**config.mk**
```make
export PLATFORM = sky130hd
export DESIGN_NAME = crc_calc
export DESIGN_NICKNAME = d
export VERILOG_FILES = /design/src/rtl/crc_calc.sv
export SDC_FILE = /design/constraint.sdc
export NUM_CORES = 1
export LEC_CHECK = 0
export ABC_CLOCK_PERIOD_IN_PS = 4600
export BUFFER_PORTS_ARGS = -buffer_cell sky130_fd_sc_hd__buf_2
export CAP_MARGIN = 10
export CORE_ASPECT_RATIO = 2
export CORE_UTILIZATION = 46
export CTS_CLUSTER_DIAMETER = 120
export CTS_CLUSTER_SIZE = 8
export DETAILED_ROUTE_END_ITERATION = 8
export PLACE_DENSITY = 0.76
export SETUP_SLACK_MARGIN = 0.15
export SLEW_MARGIN = 0
export SYNTH_ARGS = -nofsm -noshare
export SYNTH_HDL_FRONTEND = slang
export SYNTH_SLANG_ARGS = --single-unit
```
**constraint.sdc**
```tcl
create_clock -name clk50m -period 4.6 [get_ports clk50m]
set_clock_uncertainty 0.1 [all_clocks]
set_input_delay 0.23 -clock clk50m [delete_from_list [all_inputs] [get_ports clk50m]]
set_output_delay 0.23 -clock clk50m [all_outputs]
set_load 0.02 [all_outputs]
```
**src/rtl/crc_calc.sv**
```systemverilog
// rtl/crc_calc.sv - byte-serial CRC-16 engine, nibble per cycle, with finalize/compare (optional CRC_FINAL_XOR_EN)
module crc_calc #(
   parameter logic [15:0] POLY = 16'h1021,
   parameter logic [15:0] INIT = 16'hFFFF
) (
   input  logic        clk50m,
   input  logic        rst_n,
   input  logic        crc_clr,
   input  logic        crc_en,
   input  logic [7:0]  data_in,
   input  logic        crc_rdy,
   input  logic [15:0] crc_ref,
   output logic        busy,
   output logic [15:0] crc_out,
   output logic        res_valid,
   output logic        crc_ok,
   output logic        overrun
);

   localparam logic [2:0] IDLE     = 3'd0;
   localparam logic [2:0] SHIFT_HI = 3'd1;
   localparam logic [2:0] SHIFT_LO = 3'd2;
   localparam logic [2:0] FINAL    = 3'd3;
   localparam logic [2:0] RESULT   = 3'd4;

   logic [2:0]  state_q, state_d;
   logic [15:0] crc_reg_q, crc_reg_d;
   logic [7:0]  byte_q, byte_d;
   logic [15:0] crc_out_q, crc_out_d;
   logic        res_valid_q, res_valid_d;
   logic        crc_ok_q, crc_ok_d;
   logic        overrun_q, overrun_d;
   logic        pend_q, pend_d;
   logic        rdy_q, rdy_d;
   logic        rdy_rise;
   logic [15:0] fin_val;

   // Fold four data bits into the CRC, MSB first, non-reflected.
   function automatic logic [15:0] fold4(input logic [15:0] c, input logic [3:0] d);
      logic [15:0] r;
      r = c;
      for (int i = 3; i >= 0; i--) begin
         if (r[15] ^ d[i]) r = {r[14:0], 1'b0} ^ POLY;
         else              r = {r[14:0], 1'b0};
      end
      return r;
   endfunction

   assign rdy_rise = crc_rdy & ~rdy_q;

`ifdef CRC_FINAL_XOR_EN
   assign fin_val = crc_reg_q ^ 16'hFFFF;
`else
   assign fin_val = crc_reg_q;
`endif

   // Next-state logic: clear has priority, then per-state sequencing.
   always_comb begin
      state_d     = state_q;
      crc_reg_d   = crc_reg_q;
      byte_d      = byte_q;
      crc_out_d   = crc_out_q;
      res_valid_d = res_valid_q;
      crc_ok_d    = crc_ok_q;
      overrun_d   = overrun_q;
      pend_d      = pend_q;
      rdy_d       = crc_rdy;
      if (crc_clr) begin
         crc_reg_d   = INIT;
         res_valid_d = 1'b0;
         crc_ok_d    = 1'b0;
         overrun_d   = 1'b0;
         pend_d      = 1'b0;
         state_d     = IDLE;
      end else begin
         case (state_q)
            IDLE: begin
               if (crc_en) begin
                  // byte goes first; a coincident finalize request waits for it
                  byte_d  = data_in;
                  state_d = SHIFT_HI;
                  if (rdy_rise) pend_d = 1'b1;
               end else if (pend_q || rdy_rise) begin
                  state_d = FINAL;
               end
            end
            SHIFT_HI: begin
               crc_reg_d = fold4(crc_reg_q, byte_q[7:4]);
               state_d   = SHIFT_LO;
               if (rdy_rise) pend_d = 1'b1;
               if (crc_en) overrun_d = 1'b1;
            end
            SHIFT_LO: begin
               crc_reg_d = fold4(crc_reg_q, byte_q[3:0]);
               if (rdy_rise) pend_d = 1'b1;
               if (crc_en) overrun_d = 1'b1;
               state_d = (pend_q || rdy_rise) ? FINAL : IDLE;
            end
            FINAL: begin
               crc_out_d   = fin_val;
               crc_ok_d    = (fin_val == crc_ref);
               res_valid_d = 1'b1;
               pend_d      = 1'b0;
               if (crc_en) overrun_d = 1'b1;
               state_d     = RESULT;
            end
            RESULT: begin
               state_d = RESULT;
            end
            default: state_d = IDLE;
         endcase
      end
   end

   // State registers with asynchronous active-low reset.
   always_ff @(posedge clk50m or negedge rst_n) begin
      if (!rst_n) begin
         state_q     <= IDLE;
         crc_reg_q   <= INIT;
         byte_q      <= 8'h00;
         crc_out_q   <= 16'h0000;
         res_valid_q <= 1'b0;
         crc_ok_q    <= 1'b0;
         overrun_q   <= 1'b0;
         pend_q      <= 1'b0;
         rdy_q       <= 1'b0;
      end else begin
         state_q     <= state_d;
         crc_reg_q   <= crc_reg_d;
         byte_q      <= byte_d;
         crc_out_q   <= crc_out_d;
         res_valid_q <= res_valid_d;
         crc_ok_q    <= crc_ok_d;
         overrun_q   <= overrun_d;
         pend_q      <= pend_d;
         rdy_q       <= rdy_d;
      end
   end

   assign busy      = (state_q == SHIFT_HI) || (state_q == SHIFT_LO);
   assign crc_out   = crc_out_q;
   assign res_valid = res_valid_q;
   assign crc_ok    = crc_ok_q;
   assign overrun   = overrun_q;

endmodule
```
==> summary.md <==
| Metric | Value |
|---|---|
| Critical Path Start Type | flip-flop |
| Max stage delay cell, worst path | dfrtp_1 |
| Vias in the first global route | 1939 |
| IO Port Bufs | 48 |
| CTS root buf | clkbuf_8 |
| IO Count | 49 |
| Die height | 108 microns |
| Final hold slack | 0.0428 ns |
| Post-synth top cells | 32 x dfrtp_1, 24 x mux2_2, 19 x nand2b_1 |
| Clock Latency Late Sink | 0.31 ns |
| DRC errors left | 0 |
| Global route overflow | 0 |
| #FFs+latches synth | 48 |
| Run status | completed |
| Initial Util | 47.5% |
| Clk buf depth | 2 |
| Slew HR | 58.5% |
| Final wirelength | 5850 microns |
| Largest net degree at the start of global routing | 49 |
| Family with the most delay on the worst path | flip-flops |
| Pre-Repair DR Iteration Count | 4 |
| Worst Hold Class | in2reg |
| Crit path max fanout | 20 |
| Hold Path Stages | 2 |
| Fin crit share | 50.8% |
| Syn avg cell area | 10.9 sq um |
| Die width | 54.9 microns |
| Synth area leaders | dfrtp_1 31%, dfstp_2 16%, mux2_2 10%, xnor2_1 5.4%, mux2i_1 4.7% |
| Most common cell in the netlist | dfrtp_1 |
| Post-synthesis mux area share | 15.2% |
| Die Area | 0.00592 sq mm |
| Fillers | 508 |
| Yosys cell types | 39 |
| Final setup viols | 0 |
| Max cap viols | 0 |
| Post-synth EDFFs | 0 |
| Slew @ Worst Pin | 0.623 ns |
| Crit path arrival time | 2.01 ns |
| Final instance area | 0.00297 sq mm |
| Fin crit period | 2.34 ns |
| Synthesized net count | 266 |
| CTS clk-pin slew, worst paths | 0.09 ns |
| Clk sinks | 48 |
| Post-layout util | 54.8% |
| Post-synth top flop | dfrtp_1 |
| CP Buf/Inv Count | 2 |
| Crit end category | output pin |
| Worst hold start | data_in[2] |
| Area Growth Syn to Fin | 15.3% |
| Global-route usage over all layers | 22.7% |
| Seq/Total Area, Yosys | 47.4% |
| Worst path required time | 4.27 ns |
| H-Tree Depth | 2 |
| Total power | 1.56 mW |
| Detailed-route vias per instance | 5.64 |
| Leading area contributor after synthesis | dfrtp_1 |
| Cell Chain, Critical Path | xor2_4, nand2_4, inv_2, buf_2 |
| Vias after detailed routing | 1953 |
| Slew Viols, Final | 0 |
| Final GP Congestion | 0.836 |
| Synth Area in XOR/XNOR | 6.51% |
| Post-cts sizing count | 0 |
| WL/cell | 16.9 microns |
| Dpl cell area | 0.00284 sq mm |
| CTS Buf Count | 5 |
| Initial DRC count | 55 |
| CP peak stage delay | 0.68 ns |
| Peak Freq | 428 MHz |
| Compound-cell area share of the yosys netlist | 7.58% |
| Register-to-register setup slack | 2.51 ns |
| First-pass GRT wire length | 9420 microns |
| Placement row count | 38 |
| Final setup TNS | 0 ns |
| Post-route ant nets | 0 |
| Layout cells sized above 1 | 37.8% |
| Antenna violations before repair | 0 |
| CTS tree | built |
| Leakage | 1.30 nW |
| RSZ-0062 raised after global routing | false |
| CP Class | reg2out |
| Core Area | 0.00542 sq mm |
| Worst r2r path cells | 4 |
| Synth Cell Area | 0.00257 sq mm |
| Area fraction of the dominant cell type after synthesis | 31.1% |
| R2r endpoint | crc_reg_q[14] |
| Largest family of logic cells by synthesized area | simple AND/OR/NAND/NOR gates |
| Detailed Place HPWL | 4300 microns |
| ANT cells | 0 |
| Yosys Warn Count | 0 |
| Nets | 314 |
| Max rail drop VDD | 0.000343 V |
| Adder-Cell Fraction of Synth Area | 0% |
| Asr flop ratio synth | 100% |
| Hold Vio Cnt, Final | 0 |
| Power density over cell area | 525 mW/mm^2 |
| Hold Crit Endpoint | byte_q[2] |
| Simple-gate share of the synthesized area | 19.5% |
| Reg2reg start | state_q[1] |
| Synth Instances | 237 |
[worst reg2reg max path, stage by stage, from the launching register on]
cell     delay (ns)
dfrtp_1        0.62
or3b_1         0.58
mux2i_1        0.25
mux2i_1        0.26
mux2i_1        0.21
[power breakdown]
part / switching [mW] / internal [mW]
clock: 0.149 / 0.161
sequential: 0.132 / 0.576
combinational: 0.286 / 0.256
[layer usage]
layer | vias up | track usage (%) | share of wire [%]
li1 | 918 | - | -
met1 | 970 | 23.8 | 35
met2 | 49 | 37.5 | 57
met3 | 16 | 4.66 | 3.8
met4 | 0 | 16.1 | 5.2
met5 | - | 0 | 0
[layout by cell type (no fill, tap or decap), types with 2 or more instances in the layout]
master,instances
o21ai_0,6
mux2i_1,12
or2_2,4
o211ai_1,4
a21oi_1,13
a311oi_1,4
clkbuf_8,5
nand2b_1,19
dlygate4sd3_1,2
nor2b_1,9
nand3_1,13
dfstp_2,16
nand2_1,10
nor4_1,2
nor2_1,8
dfrtp_1,32
nand4_1,4
inv_1,8
nor4b_1,4
mux2_2,24
nor3_1,5
buf_2,48
xnor2_1,16
[registers in the layout, summed over array words and instances, names as in the netlist]
signal	cells
state_q	3
crc_out	16
rdy_q	1
crc_reg_q	16
crc_ok	1
byte_q	8
overrun	1
pend_q	1
res_valid	1
[logic make-up (layout without fill, tap and decap cells)]
| kind of cell | count (synthesis) | after routing |
|---|---|---|
| compound gates | 31 | 31 |
| flops | 48 | 48 |
| buf+inv | 20 | 69 |
| simple gates | 85 | 85 |
| mux | 36 | 36 |
| xor+xnor | 17 | 17 |
[stage by stage]
step / instances / setup WS [ns]
global route: 346 / 2.16
CTS: 346 / 2.25
global placement: 336 / 2.54
finish: 346 / 2.26
detailed placement: 336 / 2.52
floorplan: 237 / 2.88
[timing repair]
action / 4_1_cts / 5_1_grt
setup buffers: 0 / 0
endpoints found under the hold margin: 33 / 0
hold buffers: 2 / 0
[how the worst max path moves through the flow]
stage | startpoint | endpoint | slack (ns) | cells after the start
after floorplan | state_q[2] | crc_reg_q[12] | 2.88 | 5
after global placement | state_q[0] | crc_reg_q[14] | 2.54 | 4
after detailed placement | state_q[1] | crc_reg_q[14] | 2.52 | 4
after CTS | state_q[0] | busy | 2.25 | 4
after global routing | state_q[0] | busy | 2.16 | 4
final | state_q[0] | busy | 2.26 | 4
[layout make-up]
cell class                      instances  area (sq um)  share of cell area [%]
Clock buffer                            5          68.8                    2.32
Clock inverter                          3          42.5                    1.43
Inverter                               10          37.5                    1.26
Multi-Input combinational cell        169          1260                    42.3
Sequential cell                        48          1220                    41.1
Tap cell                               60          75.1                    2.53
Timing Repair Buffer                   51           268                    9.02
(Power assumes the default switching activity.)
